[src/rtl/iob_axistream_in.sv]
// AXI-Stream receiver that packs TDATA_W beats into 32-bit words, queues them in a FIFO
// and exposes them to a CPU over a simple iob register port. Optional macro: IOB_AXISTREAM_IN_LEVEL_EN.
module iob_axistream_in #(
  parameter int TDATA_W         = 8,
  parameter int FIFO_DEPTH_LOG2 = 4,
  parameter int DATA_W          = 32,
  parameter int ADDR_W          = 5
) (
  input  logic                  clk,
  input  logic                  rst,
  input  logic                  iob_avalid,
  input  logic [ADDR_W-1:0]     iob_addr,
  input  logic [DATA_W-1:0]     iob_wdata,
  input  logic [DATA_W/8-1:0]   iob_wstrb,
  output logic [DATA_W-1:0]     iob_rdata,
  output logic                  iob_rvalid,
  output logic                  iob_ready,
  input  logic [TDATA_W-1:0]    tdata,
  input  logic                  tvalid,
  output logic                  tready,
  input  logic                  tlast
);

  localparam int N     = 32 / TDATA_W;
  localparam int K_W   = (N > 1) ? $clog2(N) : 1;
  localparam int DEPTH = 2 ** FIFO_DEPTH_LOG2;
  localparam logic [K_W-1:0]             K_LAST  = K_W'(N - 1);
  localparam logic [FIFO_DEPTH_LOG2:0]   LVL_ONE = {{FIFO_DEPTH_LOG2{1'b0}}, 1'b1};

  logic [31:0]                r_mem [DEPTH];
  logic [FIFO_DEPTH_LOG2-1:0] r_wptr;
  logic [FIFO_DEPTH_LOG2-1:0] r_rptr;
  logic [FIFO_DEPTH_LOG2:0]   r_level;
  logic [K_W-1:0]             r_k;
  logic [31:0]                r_partial;
  logic                       r_tlast_det;
  logic [N-1:0]               r_last_wstrb;
  logic [DATA_W-1:0]          r_rdata;
  logic                       r_rvalid;

  logic        w_tready;
  logic        w_accept;
  logic        w_push;
  logic        w_read;
  logic        w_pop;
  logic [2:0]  w_sel;
  logic [31:0] w_packed;
  logic [N-1:0] w_strb_next;
  logic [31:0] w_rd_word;
  logic        w_unused;

  assign w_unused = ^{iob_wdata, iob_addr};

  // Level MSB set means exactly DEPTH words stored: the FIFO is full.
  assign w_tready = ~r_tlast_det & ~r_level[FIFO_DEPTH_LOG2];
  assign w_accept = tvalid & w_tready;
  assign w_push   = w_accept & ((r_k == K_LAST) | tlast);
  assign w_read   = iob_avalid & ~(|iob_wstrb);
  assign w_sel    = iob_addr[4:2];
  assign w_pop    = w_read & (w_sel == 3'd0) & (r_level != '0);

  assign iob_ready  = 1'b1;
  assign iob_rdata  = r_rdata;
  assign iob_rvalid = r_rvalid;
  assign tready     = w_tready;

  // Lanes above k are still zero in the partial word, so a short word is already zero-padded.
  always_comb begin
    w_packed    = r_partial;
    w_strb_next = '0;
    for (int i = 0; i < N; i++) begin
      if (r_k == K_W'(i)) w_packed[i*TDATA_W +: TDATA_W] = tdata;
      w_strb_next[i] = (K_W'(i) <= r_k);
    end
  end

  always_comb begin
    w_rd_word = '0;
    case (w_sel)
      3'd0: w_rd_word = (r_level != '0) ? r_mem[r_rptr] : 32'd0;
      3'd1: w_rd_word = {31'd0, (r_level == '0)};
      3'd2: w_rd_word = 32'(r_last_wstrb);
      3'd3: w_rd_word = {31'd0, r_tlast_det};
`ifdef IOB_AXISTREAM_IN_LEVEL_EN
      3'd4: w_rd_word = 32'(r_level);
`endif
      default: w_rd_word = '0;
    endcase
  end

  always_ff @(posedge clk) begin
    if (w_push) r_mem[r_wptr] <= w_packed;
  end

  always_ff @(posedge clk) begin
    if (rst) begin
      r_wptr       <= '0;
      r_rptr       <= '0;
      r_level      <= '0;
      r_k          <= '0;
      r_partial    <= '0;
      r_tlast_det  <= 1'b0;
      r_last_wstrb <= '0;
      r_rdata      <= '0;
      r_rvalid     <= 1'b0;
    end else begin
      r_rvalid <= w_read;
      r_rdata  <= w_read ? DATA_W'(w_rd_word) : '0;

      if (w_accept) begin
        r_k       <= w_push ? '0 : r_k + 1'b1;
        r_partial <= w_push ? '0 : w_packed;
      end
      if (w_push) r_wptr <= r_wptr + 1'b1;
      if (w_pop)  r_rptr <= r_rptr + 1'b1;

      case ({w_push, w_pop})
        2'b10:   r_level <= r_level + 1'b1;
        2'b01:   r_level <= r_level - 1'b1;
        default: r_level <= r_level;
      endcase

      // A pending tlast blocks tready, so the draining pop can never coincide with a push.
      if (w_accept & tlast) begin
        r_tlast_det  <= 1'b1;
        r_last_wstrb <= w_strb_next;
      end else if (w_pop & r_tlast_det & (r_level == LVL_ONE)) begin
        r_tlast_det  <= 1'b0;
        r_last_wstrb <= '0;
      end
    end
  end

endmodule

[config.mk]
export PLATFORM = sky130hd
export DESIGN_NAME = iob_axistream_in
export DESIGN_NICKNAME = d
export VERILOG_FILES = /design/src/rtl/iob_axistream_in.sv
export SDC_FILE = /design/constraint.sdc
export NUM_CORES = 1
export LEC_CHECK = 0
export ABC_CLOCK_PERIOD_IN_PS = 3500
export CAP_MARGIN = 10
export CORE_ASPECT_RATIO = 0.7
export CORE_MARGIN = 4
export CORE_UTILIZATION = 56
export CTS_BUF_LIST = sky130_fd_sc_hd__clkbuf_4
export DETAILED_ROUTE_END_ITERATION = 8
export PLACE_DENSITY = 0.74
export SYNTH_ARGS = -nofsm -noshare
export SYNTH_HDL_FRONTEND = slang
export SYNTH_SLANG_ARGS = --single-unit
[constraint.sdc]
create_clock -name clk -period 3.5 [get_ports clk]
set_input_delay 0.7 -clock clk [delete_from_list [all_inputs] [get_ports clk]]
set_output_delay 0.7 -clock clk [all_outputs]
set_load 0.005 [all_outputs]
Word level (Yosys, flattened, before mapping)
Memory sizes are Yosys's and may differ from the RTL's. A register that Yosys moved wholly into a read port is not among the register bits. Index checks and enable logic that the tools add are counted.

Multiplexer cells: 17. Add/sub/neg operators: 5. Reductions and logical operators: 8. Bitwise logic cells: 14. Order comparisons: 4. Equal/unequal tests: 9.

Operator list (count): 32-bit one-hot mux with 4 select lines (1); 32-bit two-way mux (2); 8-bit two-way mux (4); 4-bit two-way mux (4); 5-bit one-hot mux with 2 select lines (1); 1-bit bitwise AND (9); 4-bit by 1-bit adder with 4-bit output (second input constant) (2); 2-bit equality test (second input constant) (3); 3-bit by 2-bit equality test with 1-bit output (second input constant) (2); 5-bit by 1-bit adder with 5-bit output (second input constant) (1); 5-bit by 1-bit equality test with 1-bit output (second input constant) (1); 5-bit logical NOT (1); 5-bit nonzero test (1); 5-bit by 1-bit subtractor with 5-bit output (second input constant) (1); 2-bit by 1-bit equality test with 1-bit output (second input constant) (2); 1-bit by 2-bit less-or-equal comparator with 1-bit output (first input constant) (2); 2-bit less-or-equal comparator (first input constant) (2); 1-bit two-way mux (4); 1-bit NOT (4); 2-bit nonzero test (2); 4-bit OR reduction (1); 3-bit by 1-bit equality test with 1-bit output (second input constant) (1); 3-bit logical NOT (1); 2-bit by 1-bit adder with 2-bit output (second input constant) (1); 4 further kinds (4).

Output and inout port bits: 35. Register bits: 85. Input bits: 54. Word-level logic and storage cells: 67. Bits in writable memories: 512. Memories kept: 1.

Memory list: r_mem (words 16, bits a word 32, read ports 1, clocked after memory_dff 1, wr ports 1, line 30) `logic [31:0] r_mem [DEPTH];`.

Depth between registers and ports, before layout
Depth in word-level cells: 9. Gate-level depth with buffers: 10. Gate-level depth less buffers: 10.

Least setup slack after synthesis
Ideal clock, no wire load.

Path type: in2reg. Start: input port tvalid. End: memory r_mem[0][0], enable pin. Data required time: 3.108 ns. Stages on the path: 5. Path slack: 0.680 ns. Path buffers: 0. Library setup time: 0.392 ns. Arrival: 2.428 ns. Cell sequence: or3b_1 -> nor2_4 -> inv_1 -> nor3_1 -> and2_1.

Longest elaborated chain between the ends: 4.

RTL lines: start, declared (line 19) `input logic tvalid,`; 1-bit bitwise AND (line 56) `assign w_accept = tvalid & w_tready;`; 1-bit bitwise AND (line 57) `assign w_push = w_accept & ((r_k == K_LAST) | tlast);`; 1-bit two-way mux (line 92) `if (w_push) r_mem[r_wptr] <= w_packed;`; 1-bit two-way mux (implied by the code) (line 92); end, declared (line 30).

Every way passes these cells.

Worst setup path in the final report
Start: register r_k[1]. End: register r_level[3].

Longest elaborated chain between the ends: 5. Elaborated cells between the ends (all ways): 7. Classes of those cells: eq/ne: 3; mux: 1; bitwise: 2; reduce/logical: 1.

RTL lines: start, declared (line 34) `logic [K_W-1:0] r_k;`; start signal, assigned (line 111) `r_k <= w_push ? '0 : r_k + 1'b1;`; 2-bit equality test * (line 57); 1-bit OR * (line 57); 1-bit bitwise AND * (line 57); 2-bit by 1-bit equality test with 1-bit output or 2-bit equality test (tied branches) (line 117) `case ({w_push, w_pop})`; 5-bit one-hot mux with 2 select lines or 2-bit nonzero test (tied branches); end signal, assigned (line 118) `2'b10: r_level <= r_level + 1'b1;`; end signal, assigned (line 119) `2'b01: r_level <= r_level - 1'b1;`; end signal, assigned (line 120) `default: r_level <= r_level;`; end, declared (line 33) `logic [FIFO_DEPTH_LOG2:0] r_level;`.

Mark *: on every way between the ends. The rest lies on a longest branch, timed or not. A chain may end at the register's enable or synchronous reset.

==> out/metrics.yaml <==
num_io_pins: 89
rsz0062_at_grt: "no"
dp_hpwl_um: 28280
p_int_mw: 10.84
syn_area_per_cell_um2: 20.55
worst-setup-path-type: "reg2reg"
period_needed_ns: 2.842
vias: 11593
synthArstFlopShare: 0
clock_sinks: 600
ctsHoldBuffers: 0
wl_met3_um: 4444
cp-startpoint: "r_k[1]"
hold_depth: 4
finalHoldViolations: 0
grt_pass1_vias: 12297
vdd_drop_max_mv: 0.3320
multiInputGateArea_um2: 5264
met1_length_um: 21130
p_sw_frac: 0.2104
wirelength_um: 49490
wl_met2_um: 22780
ctsResizeCount: 0
crit_path_end_kind: "register"
p_comb_frac: 0.023
fillers: 2663
ff2ff_path_depth: 9
viasPerCell: 5.985
cts.path.max_buffers: 3
ys.flop_type: "edfxtp_1"
regArea_um2: 17150
final_area_um2: 26030
layout.nets: 1358
postCtsSetupRepairBufs: 0
clk_pin_slew_worst_paths_ns: 0.06
setup_viol: 0
drive_gt1_frac: 0.3448
crit_required_ns: 4.19
timing.rr.start: "r_k[1]"
core.rowCount: 61
status: "finished clean"
r2r_slack_ns: 0.66
clk_latency_ns: 0.82
postLayoutCoreUtil: 0.6521
grt_max_degree: 48
synth_warnings: 0
place.gp.congestion: 0.7879
h-tree-depth: 4
synthCells: 1107
pwr-share-seq: 0.567
numPortBuffers: 53
grt_pass1_wl_um: 75110
drv_cap: 0
antenna_found_initial: 1
cp.arrival_ns: 3.53
rr_endpoint: "r_level[3]"
die_h_um: 176.6
fin_tns_setup_ns: 0
syn_nets: 1175
skew_ns: 0.05393
slew_headroom: 0.4935
netlist_area_um2: 22750
routedWlPerCell_um: 25.55
hp-start: "rst"
dieArea_um2: 43970
dieWidth_um: 248.9
final_max_slew_viol_count: 0
placed_area_um2: 24200
top_layer_used: "met4"
core-area_um2: 39920
cts_root_buffer: "clkbuf_4"
synth_edf_count: 512
synth_cell_types: 50
p_clk_frac: 0.410
tightest_slew_ns: 0.7492
grt_usage: 0.2310
p_sw_mw: 2.890
ys_ff_latch: 600
power.leakage_nw: 8.343
ys_seq_area_frac: 0.7531
cts_tree: "done"
fin_hold_ws_ns: 0.2678
start_util: 0.5700
instances_no_fill: 1937
p_per_area_nw_per_um2: 527.5
hp-class: "in2reg"
cp_max_fo: 11
drt_iter0_drc: 1153
drc: 0
worstSetupStartpointType: "register"
cts_buffers: 139
postRouteAntennaNets: 0
fin_crit_sh: 0.8120
gr-total-overflow: 0
min_to: "iob_rdata[0]"
fmax_mhz: 351.9
dp.cells: 1684
dr.pass1.iters: 5
synthToLayoutAreaGrowth_pct: 14.40
-- worst max-delay path, stage by stage (launching register included) --
cell     delay, ns
dfxtp_1       0.36
ha_1          0.44
nor2_1        0.40
nor2_4        0.04
inv_1         0.16
ha_1          0.31
or4b_2        0.61
a21oi_1       0.21
xnor2_1       0.14
nor2_1        0.05
-- how the worst max path moves through the flow --
stage | to | depth (start not counted)
after CTS | r_level[3] | 9
after floorplan | r_mem[0][0] | 5
after global placement | r_level[3] | 9
after detailed placement | r_level[3] | 9
final | r_level[3] | 9
after global routing | r_mem[3][14] | 7
-- power by group through the flow --
stage                     sequential, mW  combinational, mW  clock [mW]
after floorplan                     7.93              0.187           0
after global placement              7.93              0.300           0
after detailed placement            7.94              0.311           0
after CTS                           7.78              0.312        5.79
after global routing                7.78              0.338        6.20
final                               7.78              0.315        5.63
-- Yosys cell counts (3+ instances only) --
cell type	n	area (um^2)
o22ai_1	60	375.4
o2bb2ai_1	3	26.28
mux4_1	11	289.0
edfxtp_1	512	15370
mux4_2	121	2725
and4_1	4	35.03
nand3b_1	3	22.52
xnor2_1	5	43.79
or4_1	3	22.52
a22oi_1	26	195.2
buf_2	17	85.08
nor3_2	26	260.3
and2_1	20	125.1
nor2_1	41	153.9
ha_1	14	175.2
or2_2	3	18.77
nand2_1	8	30.03
nor3_1	6	30.03
mux2_2	32	360.4
o21ai_0	4	20.02
buf_6	5	56.30
clkbuf_1	28	105.1
a21oi_1	10	50.05
inv_1	10	37.54
nand2b_1	3	18.77
dfxtp_1	88	1762
buf_4	9	67.56
nand3_1	4	20.02
clkinv_1	4	15.01
-- cell usage in the layout, fill, tap and decap left out, types with 4 or more instances in the layout --
cell type / n
edfxtp_1: 512
clkbuf_4: 210
mux4_2: 121
dfxtp_1: 85
o22ai_1: 60
clkdlybuf4s50_1: 52
nor2_1: 41
buf_4: 37
clkinv_1: 33
mux2_2: 32
nor3_2: 26
a22oi_1: 26
ha_1: 14
buf_12: 13
and2_2: 12
mux4_1: 11
inv_1: 10
a21oi_1: 10
nand2_1: 8
and2_1: 8
nor3_1: 6
xnor2_1: 5
inv_2: 5
and4_2: 4
nand3_1: 4
o21ai_0: 4
clkinvlp_4: 4
-- stage by stage --
| step | worst slack, ns | power (mW) |
|---|---|---|
| floorplan | 0.6800 | 8.120 |
| finish | 0.6580 | 13.73 |
| global placement | 0.3147 | 8.234 |
| CTS | 0.6714 | 13.88 |
| global route | 0.5313 | 14.32 |
| detailed placement | 0.3049 | 8.249 |
-- kinds of logic (layout without fill, tap and decap cells) --
group,count (synthesis),after routing,share of synthesized area
AO/OA/AOI/OAI,106,106,0.03030
adder cells (fa/ha/maj),14,14,0.007699
flip-flops,600,600,0.7531
buffers and inverters,75,369,0.01644
AND/OR/NAND/NOR,139,139,0.04080
XOR/XNOR,7,7,0.002695
multiplexers,165,165,0.1487
other,1,2,0.0001648
-- layer usage --
metal  vias to the layer above  GRT usage
met4                         0    0.07849
met2                       552     0.3431
li1                       5012          -
met1                      5945     0.3354
met5                         -          0
met3                        84    0.06801
-- area by class of cell --
type                       count  area share
tap                          535     0.02572
inverter                      14    0.002019
clock buffer                 210     0.06057
sequential                   600      0.6588
timing repair buffer         103     0.04086
clock inverter                42    0.009710
multi-input combinational    432      0.2022
antenna                        1  0.00009614
-- state kept, by name, indices dropped and copies added, names as in the netlist, named ones only --
name          count
r_mem           512
iob_rdata        32
r_partial        32
r_level           5
r_last_wstrb      4
r_rptr            4
r_wptr            4
r_k               2
iob_rvalid        1
Note: power is estimated with default switching activity, not from simulation.
